===== src/rtl/exec_pkg.sv =====
// exec_pkg: shared widths, opcodes, forwarding selects, FSM states and the
// registered output bundle of the execute stage.
package exec_pkg;
    localparam int DW = 8;
    localparam int RW_W = 5;
    localparam int MUL_CYC = DW;

    localparam logic [3:0] ALU_ADD  = 4'd0;
    localparam logic [3:0] ALU_SUB  = 4'd1;
    localparam logic [3:0] ALU_AND  = 4'd2;
    localparam logic [3:0] ALU_OR   = 4'd3;
    localparam logic [3:0] ALU_XOR  = 4'd4;
    localparam logic [3:0] ALU_NOT  = 4'd5;
    localparam logic [3:0] ALU_SHL  = 4'd6;
    localparam logic [3:0] ALU_SHR  = 4'd7;
    localparam logic [3:0] ALU_PASS = 4'd8;
    localparam logic [3:0] ALU_MUL  = 4'd9;
    localparam logic [3:0] ALU_CMP  = 4'd10;

    localparam logic [1:0] FWD_OF  = 2'd0;
    localparam logic [1:0] FWD_EX  = 2'd1;
    localparam logic [1:0] FWD_DM  = 2'd2;
    localparam logic [1:0] FWD_ALT = 2'd3;

    typedef enum logic [1:0] {ST_IDLE, ST_MUL, ST_DONE} ex_state_t;

    typedef struct packed {
        logic [DW-1:0]   ans;
        logic [DW-1:0]   b_bypass;
        logic [RW_W-1:0] rw;
        logic            mem_en;
        logic            mem_rw;
        logic            mem_mux_sel;
        logic            zero;
        logic            carry;
    } ex_out_t;

    function automatic logic [DW-1:0] fwd_mux(input logic [1:0] sel, input logic [DW-1:0] src,
                                              input logic [DW-1:0] ex, input logic [DW-1:0] dm);
        return (sel == FWD_OF || sel == FWD_ALT) ? src : sel == FWD_EX ? ex : dm;
    endfunction
endpackage


===== src/rtl/seq_multiplier.sv =====
// seq_multiplier: iterative 8x8 shift-add multiplier, one partial product per cycle.
module seq_multiplier
    import exec_pkg::*;
(
    input  logic            clk,
    input  logic            reset,
    input  logic            start,
    input  logic [DW-1:0]   a,
    input  logic [DW-1:0]   b,
    output logic            busy,
    output logic            done,
    output logic [2*DW-1:0] product
);
    localparam int CW = $clog2(MUL_CYC);
    localparam logic [CW-1:0] LAST = CW'(MUL_CYC - 1);

    logic [2*DW-1:0] mcand;
    logic [DW-1:0]   mplier;
    logic [CW-1:0]   cnt;

    // High during the cycle whose edge adds the final partial product.
    assign done = busy && cnt == LAST;

    always_ff @(posedge clk or negedge reset) begin
        if (!reset) begin
            busy    <= 1'b0;
            cnt     <= '0;
            mcand   <= '0;
            mplier  <= '0;
            product <= '0;
        end else if (start) begin
            busy    <= 1'b1;
            cnt     <= '0;
            mcand   <= {{DW{1'b0}}, a};
            mplier  <= b;
            product <= '0;
        end else if (busy) begin
            product <= mplier[0] ? product + mcand : product;
            mcand   <= mcand << 1;
            mplier  <= mplier >> 1;
            cnt     <= cnt + 1'b1;
            busy    <= !done;
        end
    end
endmodule


===== src/rtl/execute_stage.sv =====
// execute_stage: forwarding muxes, single-cycle ALU and pipeline registers feeding
// the data-memory stage; MUL runs on seq_multiplier while upstream is stalled.
module execute_stage
    import exec_pkg::*;
(
    input  logic            clk,
    input  logic            reset,
    input  logic            valid_of,
    input  logic [DW-1:0]   A_of,
    input  logic [DW-1:0]   B_of,
    input  logic [DW-1:0]   imm_of,
    input  logic            imm_sel_of,
    input  logic [3:0]      alu_op_of,
    input  logic [1:0]      fwd_a_sel,
    input  logic [1:0]      fwd_b_sel,
    input  logic [DW-1:0]   mux_ans_dm,
    input  logic [RW_W-1:0] RW_of,
    input  logic            mem_en_of,
    input  logic            mem_rw_of,
    input  logic            mem_mux_sel_of,
    output logic [DW-1:0]   ans_ex,
    output logic [DW-1:0]   B_Bypass,
    output logic [RW_W-1:0] RW_ex,
    output logic            mem_en_ex,
    output logic            mem_rw_ex,
    output logic            mem_mux_sel_ex,
    output logic            zero_ex,
    output logic            carry_ex,
    output logic            stall_ex
);
    ex_state_t       state, state_nx;
    ex_out_t         q, d, fetched, mul_ctl;
    logic [DW-1:0]   op_a, op_b, fwd_b, alu_ans;
    logic [DW:0]     sum, diff;
    logic            alu_carry, alu_zero, mul_start, mul_busy, mul_done;
    logic [2*DW-1:0] product;

    assign op_a = fwd_mux(fwd_a_sel, A_of, q.ans, mux_ans_dm);
    assign fwd_b = fwd_mux(fwd_b_sel, B_of, q.ans, mux_ans_dm);
    assign op_b = imm_sel_of ? imm_of : fwd_b;
    assign sum = {1'b0, op_a} + {1'b0, op_b};
    assign diff = {1'b0, op_a} - {1'b0, op_b};
    assign mul_start = state == ST_IDLE && valid_of && alu_op_of == ALU_MUL;
    assign stall_ex = reset && (mul_start || mul_busy);

    seq_multiplier u_mul (
        .clk    (clk),
        .reset  (reset),
        .start  (mul_start),
        .a      (op_a),
        .b      (op_b),
        .busy   (mul_busy),
        .done   (mul_done),
        .product(product)
    );

    always_comb begin
        alu_carry = 1'b0;
        alu_ans = op_b;
        case (alu_op_of)
            ALU_ADD:  {alu_carry, alu_ans} = sum;
            ALU_SUB:  {alu_carry, alu_ans} = diff;
            ALU_AND:  alu_ans = op_a & op_b;
            ALU_OR:   alu_ans = op_a | op_b;
            ALU_XOR:  alu_ans = op_a ^ op_b;
            ALU_NOT:  alu_ans = ~op_a;
            ALU_SHL:  {alu_carry, alu_ans} = {op_a, 1'b0};
            ALU_SHR:  {alu_ans, alu_carry} = {1'b0, op_a};
            ALU_PASS: alu_ans = op_b;
            ALU_CMP: begin
                alu_ans = op_a;
                alu_carry = diff[DW];
            end
            default: alu_ans = op_b;
        endcase
    end

    // CMP reports the flags of A-B while passing A through.
    assign alu_zero = alu_op_of == ALU_CMP ? diff[DW-1:0] == '0 : alu_ans == '0;
    assign fetched = '{ans: alu_ans, b_bypass: fwd_b, rw: RW_of, mem_en: mem_en_of,
                       mem_rw: mem_rw_of, mem_mux_sel: mem_mux_sel_of,
                       zero: alu_zero, carry: alu_carry};

    always_comb begin
        state_nx = state;
        d = '0;
        case (state)
            ST_IDLE: begin
                if (mul_start) state_nx = ST_MUL;
                else if (valid_of) d = fetched;
            end
            ST_MUL: if (mul_done) state_nx = ST_DONE;
            ST_DONE: begin
                state_nx = ST_IDLE;
                d = mul_ctl;
                d.ans = product[DW-1:0];
                d.zero = product[DW-1:0] == '0;
                d.carry = |product[2*DW-1:DW];
            end
            default: state_nx = ST_IDLE;
        endcase
    end

    always_ff @(posedge clk or negedge reset) begin
        if (!reset) begin
            state   <= ST_IDLE;
            q       <= '0;
            mul_ctl <= '0;
        end else begin
            state <= state_nx;
            q     <= d;
            if (mul_start) mul_ctl <= fetched;
        end
    end

    assign ans_ex = q.ans;
    assign B_Bypass = q.b_bypass;
    assign RW_ex = q.rw;
    assign mem_en_ex = q.mem_en;
    assign mem_rw_ex = q.mem_rw;
    assign mem_mux_sel_ex = q.mem_mux_sel;
    assign zero_ex = q.zero;
    assign carry_ex = q.carry;
endmodule


===== config.mk =====
export PLATFORM = sky130hd
export DESIGN_NAME = execute_stage
export DESIGN_NICKNAME = d
export VERILOG_FILES = /design/src/rtl/exec_pkg.sv /design/src/rtl/seq_multiplier.sv /design/src/rtl/execute_stage.sv
export SDC_FILE = /design/constraint.sdc
export NUM_CORES = 1
export LEC_CHECK = 0
export CORE_MARGIN = 2
export CORE_UTILIZATION = 59
export CTS_CLUSTER_SIZE = 24
export DETAILED_ROUTE_END_ITERATION = 7
export DONT_BUFFER_PORTS = 1
export PLACE_DENSITY_LB_ADDON = 0.3
export RECOVER_POWER = 100
export SYNTH_ARGS = -nofsm -noshare
export SYNTH_HDL_FRONTEND = slang
export SYNTH_SLANG_ARGS = --single-unit

===== constraint.sdc =====
create_clock -name clk -period 3.4 [get_ports clk]
set_input_delay 0.34 -clock clk [delete_from_list [all_inputs] [get_ports clk]]
set_output_delay 0.34 -clock clk [all_outputs]
set_load 0.02 [all_outputs]

==> metrics.csv, run 1 <==
stage;metric;value;unit
setup_path;crit_chain;mux2i_1 -> nor2_1 -> a21oi_2 -> o21ai_1 -> inv_1 -> ha_4 -> inv_1 -> o211a_1 -> o21ai_1 -> a211oi_1 -> o311a_1 -> or3_1 -> a21oi_2 -> o22ai_1 -> buf_4 -> o21ai_0;
floorplan;die_y;106.7;um
routing;drt_first_pass_iters;6;
floorplan;core_area;10280;sq um
clocking;h-tree-depth;3;
floorplan;start_util;60.53;%
yosys;synth_area_per_cell;8.452;sq um
setup_path;cp-end-kind;flip-flop;
sta;fmax;0.3015;GHz
sta;max_slew.worst_pin.slew;2.143;ns
setup_path;path_class;reg -> reg;
grt;grt_pass1_wl;29790;um
sta;relSlewSlack;-42.89;%
routing;drc_errors;0;
grt;antenna_found_initial;1;
clocking;worstSkewPairLatency;0.38;ns
yosys;syn-num-nets;832;
yosys;async_reset_ff_share;100.0;%
sta;fin_crit_sh;97.54;%
setup_path;crit_arrival;3.60;ns
routing;drt_iter0_drc;707;
layout;fillCellCount;844;
setup_path;cp_num_buf_inv;3;
setup_path;crit_path_start_kind;flip-flop;
yosys;synth_edf_count;0;
layout;final_nets;896;
yosys;synth_common_cells;nand2_1, dfrtp_1, a21oi_1;
clocking;ctsLongestPathBuffers;2;
sta;drv_slew;125;
routing;detail-route-antenna-nets;0;
clocking;clock_sinks;88;
setup_path;slowest_stage;dfrtp_1;
place;io_buffers;0;
sta;final-hold-violation-count;0;
routing;wirelength;19030;um
setup_path;required;3.68;ns
power_and_ir_drop;cellLeakagePower;3.308;nW
layout;post-route-util;69.69;%
grt;busiest_layer;met2;
yosys;synthCells;736;
sta;period_minus_slack;3.316;ns
layout;syn2layout_area_growth;15.12;%
grt;grtUsageMet2;54.91;%
sta;timing.final.ws_setup;0.08371;ns
floorplan;die-area;11380;sq um
layout;layoutNonFillerInstCount;942;
grt;grt_pass1_vias;5746;
floorplan;die_x;106.7;um
place;hpwl;14140;um
setup_path;worstPathMaxFanout;4;
routing;routedWlPerCell;20.20;um
yosys;yosysMostFrequentCell;nand2_1;
grt;grt_max_degree;89;
yosys;synth_area_leader_cell;dfrtp_1;
yosys;synthFlopType;dfrtp_1;
setup_path;critPathTopFamily;compound AO/OA/AOI/OAI gates;
yosys;synth_area_leaders;dfrtp_1, ha_1, nand2_1;
grt;grtUsageMet1;45.03;%
grt;grt_use_total;33.79;%
grt;overflow;0;
power_and_ir_drop;power_density;669.1;nW/um^2
place;place_ws;-0.4895;ns
place;dp.cells;921;
yosys;synth-seq-cells;88;
job;drv_cap;2;
place;gp_congestion;1.042;
floorplan;rows;37;
sta;clock_skew;0.01482;ns
yosys;ys_seq_area_share;35.40;%
setup_path;crit_path_max_incr_delay;0.43;ns
hold_path;hold_path_class;in -> reg;
outcome;status;finished, violations left;
routing;via_per_inst;6.288;
sta;setup_tns;0;ns
clocking;tritoncts;yes;
yosys;synth.distinct_cells;69;
clocking;cts_made_buffers;9;
routing;vias;5923;
yosys;synth_top_area_share;35.40;%
power_and_ir_drop;vdd_drop_max;0.0005342;V
layout;drive_gt1_share;16.40;%
yosys;syn_area;6221;sq um
clocking;cts_root_buf;clkbuf_8;
clocking;clkTransAtPathRegs;0.11;ns
grt;grt_use_met3;8.997;%
outcome;violations;max-capacitance violations, max-slew violations;
power_and_ir_drop;power;4.792;mW
sta;setup_viol;0;
yosys;synth-warning-count;0;
floorplan;ios;79;
-- cell type report --
type | instances | area, sq um | share of cell area [%]
Antenna cell | 1 | 2.502 | 0.03494
Clock buffer | 9 | 123.9 | 1.730
Clock inverter | 7 | 73.82 | 1.031
Inverter | 41 | 153.9 | 2.149
Multi-Input combinational cell | 567 | 3779 | 52.76
Sequential cell | 88 | 2202 | 30.75
Tap cell | 136 | 170.2 | 2.376
Timing Repair Buffer | 93 | 656.9 | 9.172
-- cells in the final DEF (no fill, tap or decap), types with 3 or more instances in the layout --
cell      synthesis  layout
nand2b_1          6       6
clkbuf_8          0       9
a21oi_1          71      65
and3_1            3       3
or3_1             4       3
and2_1            5       4
a31oi_1           7       6
xor2_1            8       8
dfrtp_1          88      88
nand2_1         113     113
mux2i_1          41      41
a22o_1           12      12
a21o_1            3       3
buf_4             5      80
o21ai_0          58      52
a211oi_1         10       8
o211ai_1          3       3
a32o_1            4       4
nor3_1            9       9
clkbuf_1         27      11
a21oi_2           1       7
mux2_2            4       4
nor2b_1          10       9
ha_1             42      39
a32oi_1           3       3
a211o_1           3       3
o22ai_1           6       6
o21ai_1           6      10
nor2_1           64      64
nor4_1            3       3
inv_1            40      40
inv_8             0       3
xnor2_1          13      13
nand3_1           7       7
o31ai_1           3       3
o21a_1            5       5
-- through the flow --
step | hold WS, ns | instance area, sq um
floorplan | 0.04441 | 6238
global placement | 0.04607 | 6878
detailed placement | 0.04609 | 6878
CTS | 0.05884 | 7129
global route | 0.05512 | 7159
finish | 0.05852 | 7162
-- cells by family after synthesis --
kind of cell | Yosys count | synth area share, %
AO/OA/AOI/OAI | 218 | 21.88
XOR/XNOR | 21 | 2.957
adder cells (fa/ha/maj) | 44 | 9.091
buffers and inverters | 81 | 5.772
flip-flops | 88 | 35.40
multiplexers | 50 | 8.608
AND/OR/NAND/NOR | 234 | 16.29
-- worst paths after layout --
path                                      startpoint                           end  slack [ns]  cells past startpoint
max in group asynchronous                      reset  u_mul.product[8]$_DFFE_PN0P_        1.00                      2
worst min-delay path                        RW_of[2]        mul_ctl[7]$_DFFE_PN0P_        0.06                      2
worst min register to register  state[1]$_DFFE_PN0P_          state[1]$_DFFE_PN0P_        0.47                      1
worst max register to register   ans_ex[2]$_DFF_PN0_           ans_ex[7]$_DFF_PN0_        0.08                     16
min in group asynchronous                      reset       mul_ctl[15]$_DFFE_PN0P_        1.14                      2
worst max-delay path             ans_ex[2]$_DFF_PN0_           ans_ex[7]$_DFF_PN0_        0.08                     16
-- routing by layer --
layer	wire length [um]	share of wire, %	vias to the layer above
met5	0	0	-
met2	8915	47	286
met4	331	1.7	0
li1	-	-	2721
met3	1789	9.4	34
met1	7992	42	2882
-- sequential cells by signal, indices dropped and copies added, names as in the netlist, 2 cells and up --
name and cells:
B_Bypass 8, RW_ex 5, ans_ex 8, mul_ctl 16, state 2, u_mul.cnt 3
u_mul.mcand 16, u_mul.mplier 8, u_mul.product 16
-- power breakdown --
group	switching [mW]	leakage [nW]	internal [mW]
clock network	0.457	0.0942	0.289
logic	1.27	2.07	1.03
registers	0.351	1.14	1.40
-- what timing repair did --
| action | in CTS | in global routing |
|---|---|---|
| resized for setup | 5 | 17 |
| buffers inserted | 0 | 2 |
| endpoints found under the setup margin | 1 | 4 |
| hold buffers | 2 | 0 |
| pin swaps | 0 | 1 |
| hold endpoints to repair | 88 | 0 |
Power figures use the tool's default switching activity.
==> inputs of run 2 (changes only) <==
Settings changed: CORE_MARGIN 2 to 3, SYNTH_HIERARCHICAL set to 1.
==> metrics.csv, run 2 <==
stage;metric;value;unit
floorplan;core_area;10420;sq um
hold_path;hold_path_class;in -> reg;
yosys;syn-num-nets;818;
clocking;h-tree-depth;3;
clocking;clock_sinks;88;
yosys;synth_area_leaders;dfrtp_1, ha_1, mux2i_1;
layout;design_area;7483;sq um
layout;syn2layout_area_growth;17.30;%
yosys;muxShareOfSynthArea;10.14;%
clocking;clkTransAtPathRegs;0.11;ns
yosys;yosysMostFrequentCell;nand2_1;
grt;grt_pass1_vias;5870;
setup_path;crit_chain;mux2i_1 -> o21ai_2 -> mux2i_2 -> inv_2 -> ha_4 -> fa_2 -> o21bai_4 -> buf_4 -> a2111oi_0 -> nor4b_2 -> nand4_2 -> a2111oi_2 -> o2111ai_1 -> o31ai_2;
setup_path;cp_num_buf_inv;2;
setup_path;crit_arrival;3.63;ns
layout;final_nets;898;
floorplan;ios;79;
sta;clock_skew;0.01592;ns
grt;antenna_found_initial;0;
yosys;async_reset_ff_share;100.0;%
layout;fillCellCount;806;
routing;drc_errors;0;
power_and_ir_drop;vdd_drop_max;0.0002126;V
yosys;synth_area_per_cell;8.861;sq um
grt;grt_max_degree;89;
clocking;tritoncts;yes;
yosys;synth_top_area_share;34.52;%
sta;setup_viol;0;
layout;final_cell_mix;nand2_1, buf_4, dfrtp_1, o21ai_0, mux2i_1;
sta;period_minus_slack;3.366;ns
floorplan;rows;37;
yosys;synthCells;720;
yosys;synthXorXnorAreaFrac;2.883;%
floorplan;die_x;110.0;um
yosys;synthFlopType;dfrtp_1;
yosys;synth_edf_count;0;
routing;vias;6114;
yosys;ys_seq_area_share;34.52;%
place;hpwl;15500;um
outcome;status;finished, violations left;
grt;grt_use_total;34.15;%
yosys;synth_common_cells;nand2_1, dfrtp_1, o21ai_0;
setup_path;r2r_end;zero_ex$_DFF_PN0_;
routing;drt_iter0_drc;728;
place;placed_cell_area;7017;sq um
setup_path;crit_path_max_incr_delay;0.42;ns
routing;dr_wl_met2;9335;um
routing;drt_first_pass_iters;5;
sta;drv_slew;116;
yosys;synth-seq-cells;88;
routing;via_per_inst;6.497;
setup_path;critPathTopFamily;compound AO/OA/AOI/OAI gates;
job;drv_cap;2;
routing;detail-route-antenna-nets;0;
yosys;synth.distinct_cells;78;
floorplan;die-area;12100;sq um
clocking;worstSkewPairLatency;0.36;ns
grt;grt_pass1_wl;31330;um
sta;fmax;0.2971;GHz
yosys;synth-warning-count;6;
place;io_buffers;0;
floorplan;start_util;61.25;%
setup_path;crit_path_start_kind;flip-flop;
routing;routedWlPerCell;22.17;um
outcome;violations;max-capacitance violations, max-slew violations;
routing;wl_met3;2161;um
layout;drive_gt1_share;20.99;%
setup_path;reg2reg_from;ans_ex[0]$_DFF_PN0_;
sta;relSlewSlack;-43.00;%
hold_path;holdCritStartpoint;RW_of[1];
clocking;cts_root_buf;clkbuf_8;
setup_path;ff2ff_path_depth;14;
setup_path;r2r_slack;0.03;ns
floorplan;die_y;110.0;um
place;gp_congestion;1.015;
yosys;synth_top_family_by_area;compound AO/OA/AOI/OAI gates;
sta;fin_crit_sh;98.99;%
hold_path;min_to;mul_ctl[6]$_DFFE_PN0P_;
layout;n_antenna_cell;0;
power_and_ir_drop;cellLeakagePower;3.361;nW
power_and_ir_drop;power_density;348.0;nW/um^2
routing;wirelength;20860;um
hold_path;min_delay_path_depth;2;
setup_path;worstPathMaxFanout;3;
grt;overflow;0;
clocking;ctsLongestPathBuffers;2;
setup_path;path_class;reg -> reg;
yosys;synth_adder_area_share;9.374;%
yosys;yosys.area_share.simple;16.08;%
power_and_ir_drop;power;2.604;mW
setup_path;required;3.67;ns
yosys;synth_area_leader_cell;dfrtp_1;
layout;top_regs;mul_ctl: 16 flops, u_mul/mcand: 16 flops, u_mul/product: 16 flops;
routing;top_layer;met4;
setup_path;cp-end-kind;flip-flop;
yosys;syn_area;6380;sq um
sta;final-hold-violation-count;0;
routing;wl_met1;8971;um
yosys;synth_compound_area_share;21.87;%
clocking;cts_made_buffers;9;
setup_path;slowest_stage;fa_2;
sta;max_slew.worst_pin.slew;2.145;ns
[run 2: cell types whose count changed in the layout (fill, tap and decap cells not counted), sizes merged, moves of 6 or more]
cell	before	now
a21o	3	10
a21oi	72	39
a22o	13	20
buf	80	98
nand2	113	97
nand2b	6	12
nand4	1	9
nor2	64	39
[run 2: metal layers]
metal | up-vias | global-route usage (%)
li1 | 2754 | -
met1 | 2961 | 48.97
met2 | 364 | 53.29
met3 | 35 | 7.222
met4 | 0 | 7.569
met5 | - | 0
[run 2: worst max path at each step]
stage / startpoint / end / cells past startpoint
after detailed placement: fwd_b_sel[1] / zero_ex$_DFF_PN0_ / 16
final: ans_ex[0]$_DFF_PN0_ / zero_ex$_DFF_PN0_ / 14
after CTS: fwd_b_sel[1] / zero_ex$_DFF_PN0_ / 20
after global placement: fwd_b_sel[1] / zero_ex$_DFF_PN0_ / 16
after floorplan: fwd_b_sel[1] / zero_ex$_DFF_PN0_ / 16
after global routing: ans_ex[0]$_DFF_PN0_ / zero_ex$_DFF_PN0_ / 14
[run 2: timing repair]
item,4_1_cts,5_1_grt
setup buffers,11,11
endpoints found under the setup margin,1,5
hold endpoints to repair,88,0
resized for setup,2,27
hold buffers,2,0
pin swaps,5,17
[run 2: stage by stage]
stage               TNS [ns]  std cells  hold slack [ns]  utilization (%)  worst slack, ns
finish                     0        941          0.07664            71.84          0.03445
global route         -0.1218        941          0.06914            71.84          -0.1042
CTS                        0        931          0.06256            70.44          0.02578
detailed placement   -0.8775        902          0.04623            67.36          -0.3709
global placement     -0.2029        902          0.04618            67.36          -0.1890
floorplan                  0        720          0.04441                -          0.02126
[run 2: area by class of cell]
type                       instances  area (sq um)  share of cell area [%]
sequential                        88          2202                   29.43
tap                              136         170.2                   2.274
clock buffer                       9         123.9                   1.655
timing repair buffer             106         777.0                   10.38
inverter                          44         165.2                   2.207
clock inverter                     7         75.07                   1.003
multi-input combinational        551          3970                   53.05
[run 2: where the power goes]
part | switching, mW | leakage, nW | internal (mW)
combinational | 0.452 | 2.24 | 0.387
sequential | 0 | 1.02 | 1.05
clock | 0.428 | 0.0985 | 0.291
total | 0.880 | 3.36 | 1.72
[run 2: kinds of logic after synthesis]
kind of cell / count (synthesis)
buffers and inverters: 81
xor gates and xnor gates: 21
and+or+nand+nor: 216
adders and majority gates: 46
AOI/OAI and AO/OA: 208
DFF: 88
muxes: 60
[run 2: worst reg2reg max path: stages (launching register included)]
cell and delay, ns:
dfrtp_1 0.41, mux2i_1 0.19, o21ai_2 0.11, mux2i_2 0.22, inv_2 0.09, ha_4 0.18, fa_2 0.42, o21bai_4 0.15
buf_4 0.12, a2111oi_0 0.10, nor4b_2 0.35, nand4_2 0.17, a2111oi_2 0.35, o2111ai_1 0.19, o31ai_2 0.21
==> inputs of run 3 (changes only) <==
Settings changed: CORE_MARGIN 3 to 2.
==> metrics.csv, run 3 (synthesis gave the netlist of run 2 again) <==
stage;metric;value;unit
outcome;status;finished, violations left;
outcome;violations;max-capacitance violations, max-slew violations;
layout;top_regs;mul_ctl: 16 flops, u_mul/mcand: 16 flops, u_mul/product: 16 flops;
layout;final_nets;883;
setup_path;path_class;reg -> reg;
clocking;h-tree-depth;3;
layout;drive_gt1_share;17.85;%
setup_path;slowest_stage;dfrtp_1;
setup_path;cp-end-kind;flip-flop;
power_and_ir_drop;cellLeakagePower;3.286;nW
setup_path;crit_path_max_incr_delay;0.51;ns
clocking;tritoncts;yes;
hold_path;holdCritStartpoint;mem_mux_sel_of;
sta;fin_crit_sh;97.08;%
place;placed_cell_area;7047;sq um
layout;fillCellCount;826;
routing;via_per_inst;6.442;
routing;detail-route-antenna-nets;0;
place;io_buffers;0;
sta;drv_slew;146;
floorplan;die-area;11660;sq um
grt;grt_pass1_wl;30760;um
setup_path;worstPathMaxFanout;8;
power_and_ir_drop;vdd_drop_max;0.0003045;V
layout;final_cell_mix;nand2_1, dfrtp_1, buf_4, o21ai_0, mux2i_1;
layout;syn2layout_area_growth;14.39;%
routing;routedWlPerCell;21.87;um
routing;drt_first_pass_iters;6;
setup_path;crit_path_start_kind;flip-flop;
setup_path;required;3.68;ns
sta;setup_tns;0;ns
setup_path;crit_chain;mux2i_1 -> o21ai_0 -> mux2i_1 -> inv_1 -> ha_2 -> nor3_1 -> a221oi_2 -> buf_4 -> a21oi_1 -> xnor2_1 -> nor4_1 -> buf_4 -> a31oi_1 -> o31ai_2;
setup_path;reg2reg_from;ans_ex[4]$_DFF_PN0_;
sta;setup_viol;0;
setup_path;r2r_end;zero_ex$_DFF_PN0_;
sta;period_minus_slack;3.301;ns
job;drv_cap;3;
floorplan;ios;79;
layout;design_area;7298;sq um
place;hpwl;15260;um
floorplan;start_util;61.25;%
grt;antenna_found_initial;1;
clocking;cts_root_buf;clkbuf_8;
hold_path;min_delay_path_depth;2;
floorplan;die_y;108.0;um
clocking;cts_made_buffers;9;
clocking;clkTransAtPathRegs;0.10;ns
sta;fmax;0.3030;GHz
routing;drc_errors;0;
clocking;clock_sinks;88;
clocking;worstSkewPairLatency;0.37;ns
sta;relSlewSlack;-40.42;%
clocking;ctsLongestPathBuffers;2;
hold_path;min_to;mul_ctl[2]$_DFFE_PN0P_;
power_and_ir_drop;power_density;346.5;nW/um^2
place;gp_congestion;0.9140;
sta;clock_skew;0.01239;ns
sta;final-hold-violation-count;0;
sta;max_slew.worst_pin.slew;2.106;ns
routing;wirelength;20250;um
grt;grt_use_total;34.99;%
grt;grt_max_degree;89;
floorplan;rows;37;
routing;vias;5965;
grt;overflow;0;
setup_path;r2r_slack;0.1;ns
layout;layout_commonest_cell;nand2_1;
sta;hold_slack;0.06479;ns
hold_path;hold_path_class;in -> reg;
floorplan;die_x;108.0;um
grt;grt_pass1_vias;5764;
layout;n_antenna_cell;0;
routing;drt_iter0_drc;667;
floorplan;core_area;10420;sq um
setup_path;crit_arrival;3.58;ns
sta;rsz0062_at_grt;yes;
setup_path;ff2ff_path_depth;14;
-- run 3: changes by cell type in the layout (fill, tap and decap cells not counted), moves of 2 or more --
cell / before / now
o21bai_1: 3 / 5
nor4b_2: 2 / 0
ha_4: 2 / 0
buf_4: 97 / 83
ha_1: 38 / 41
nor4b_1: 0 / 2
-- run 3: how the worst max path moves through the flow --
| stage | from | to | slack [ns] | depth (start not counted) |
|---|---|---|---|---|
| after global placement | fwd_b_sel[1] | zero_ex$_DFF_PN0_ | -0.12 | 16 |
| after detailed placement | fwd_b_sel[1] | zero_ex$_DFF_PN0_ | -0.20 | 17 |
| after CTS | ans_ex[4]$_DFF_PN0_ | zero_ex$_DFF_PN0_ | 0.09 | 13 |
| after global routing | ans_ex[0]$_DFF_PN0_ | zero_ex$_DFF_PN0_ | -0.05 | 13 |
| after floorplan | fwd_b_sel[1] | zero_ex$_DFF_PN0_ | 0.02 | 16 |
| final | ans_ex[4]$_DFF_PN0_ | zero_ex$_DFF_PN0_ | 0.1 | 14 |
-- run 3: layout make-up --
| cell class | count | area, sq um | share of cell area (%) |
|---|---|---|---|
| Multi-Input combinational cell | 551 | 3902 | 53.47 |
| Sequential cell | 88 | 2202 | 30.17 |
| Timing Repair Buffer | 91 | 664.4 | 9.103 |
| Tap cell | 136 | 170.2 | 2.332 |
| Inverter | 44 | 165.2 | 2.263 |
| Clock buffer | 9 | 123.9 | 1.697 |
| Clock inverter | 7 | 70.07 | 0.9601 |
-- run 3: timing repair --
item,4_1_cts,5_1_grt
hold buffers,2,0
buffers inserted,0,2
gates resized for setup,0,14
endpoints found under the hold margin,88,0
setup endpoints to repair,0,4
-- run 3: metrics by stage --
step,instances,util [%],power [mW],worst slack [ns]
after floorplan,720,-,1.469,0.02126
after global placement,906,67.65,1.768,-0.1236
after detailed placement,906,67.65,1.769,-0.2014
after CTS,924,69.87,2.505,0.08819
after global routing,926,70.07,2.644,-0.05173
final,926,70.07,2.528,0.09942
-- run 3: report_power, final --
part / internal (mW) / leakage, nW / switching (mW) / total, mW
Combinational: 0.345 / 2.17 / 0.427 / 0.772
Clock: 0.289 / 0.0977 / 0.421 / 0.710
Sequential: 1.05 / 1.02 / 0 / 1.05
Total: 1.68 / 3.29 / 0.848 / 2.53
-- run 3: critical path: cells and delay by family (launching register included) --
| kind | cells | cell delay, ns |
|---|---|---|
| AOI/OAI and AO/OA | 5 | 0.70 |
| muxes | 2 | 0.52 |
| DFF | 1 | 0.51 |
| buffers and inverters | 3 | 0.45 |
| and+or+nand+nor | 2 | 0.44 |
| adders and majority gates | 1 | 0.43 |
| xor gates and xnor gates | 1 | 0.15 |
-- run 3: per-layer routing --
metal,vias to the layer above,share of wire [%],GRT usage [%]
li1,2723,-,-
met1,2889,42,47.68
met2,312,44,54.31
met3,41,11,11.15
met4,0,2.4,9.249
met5,-,0,0
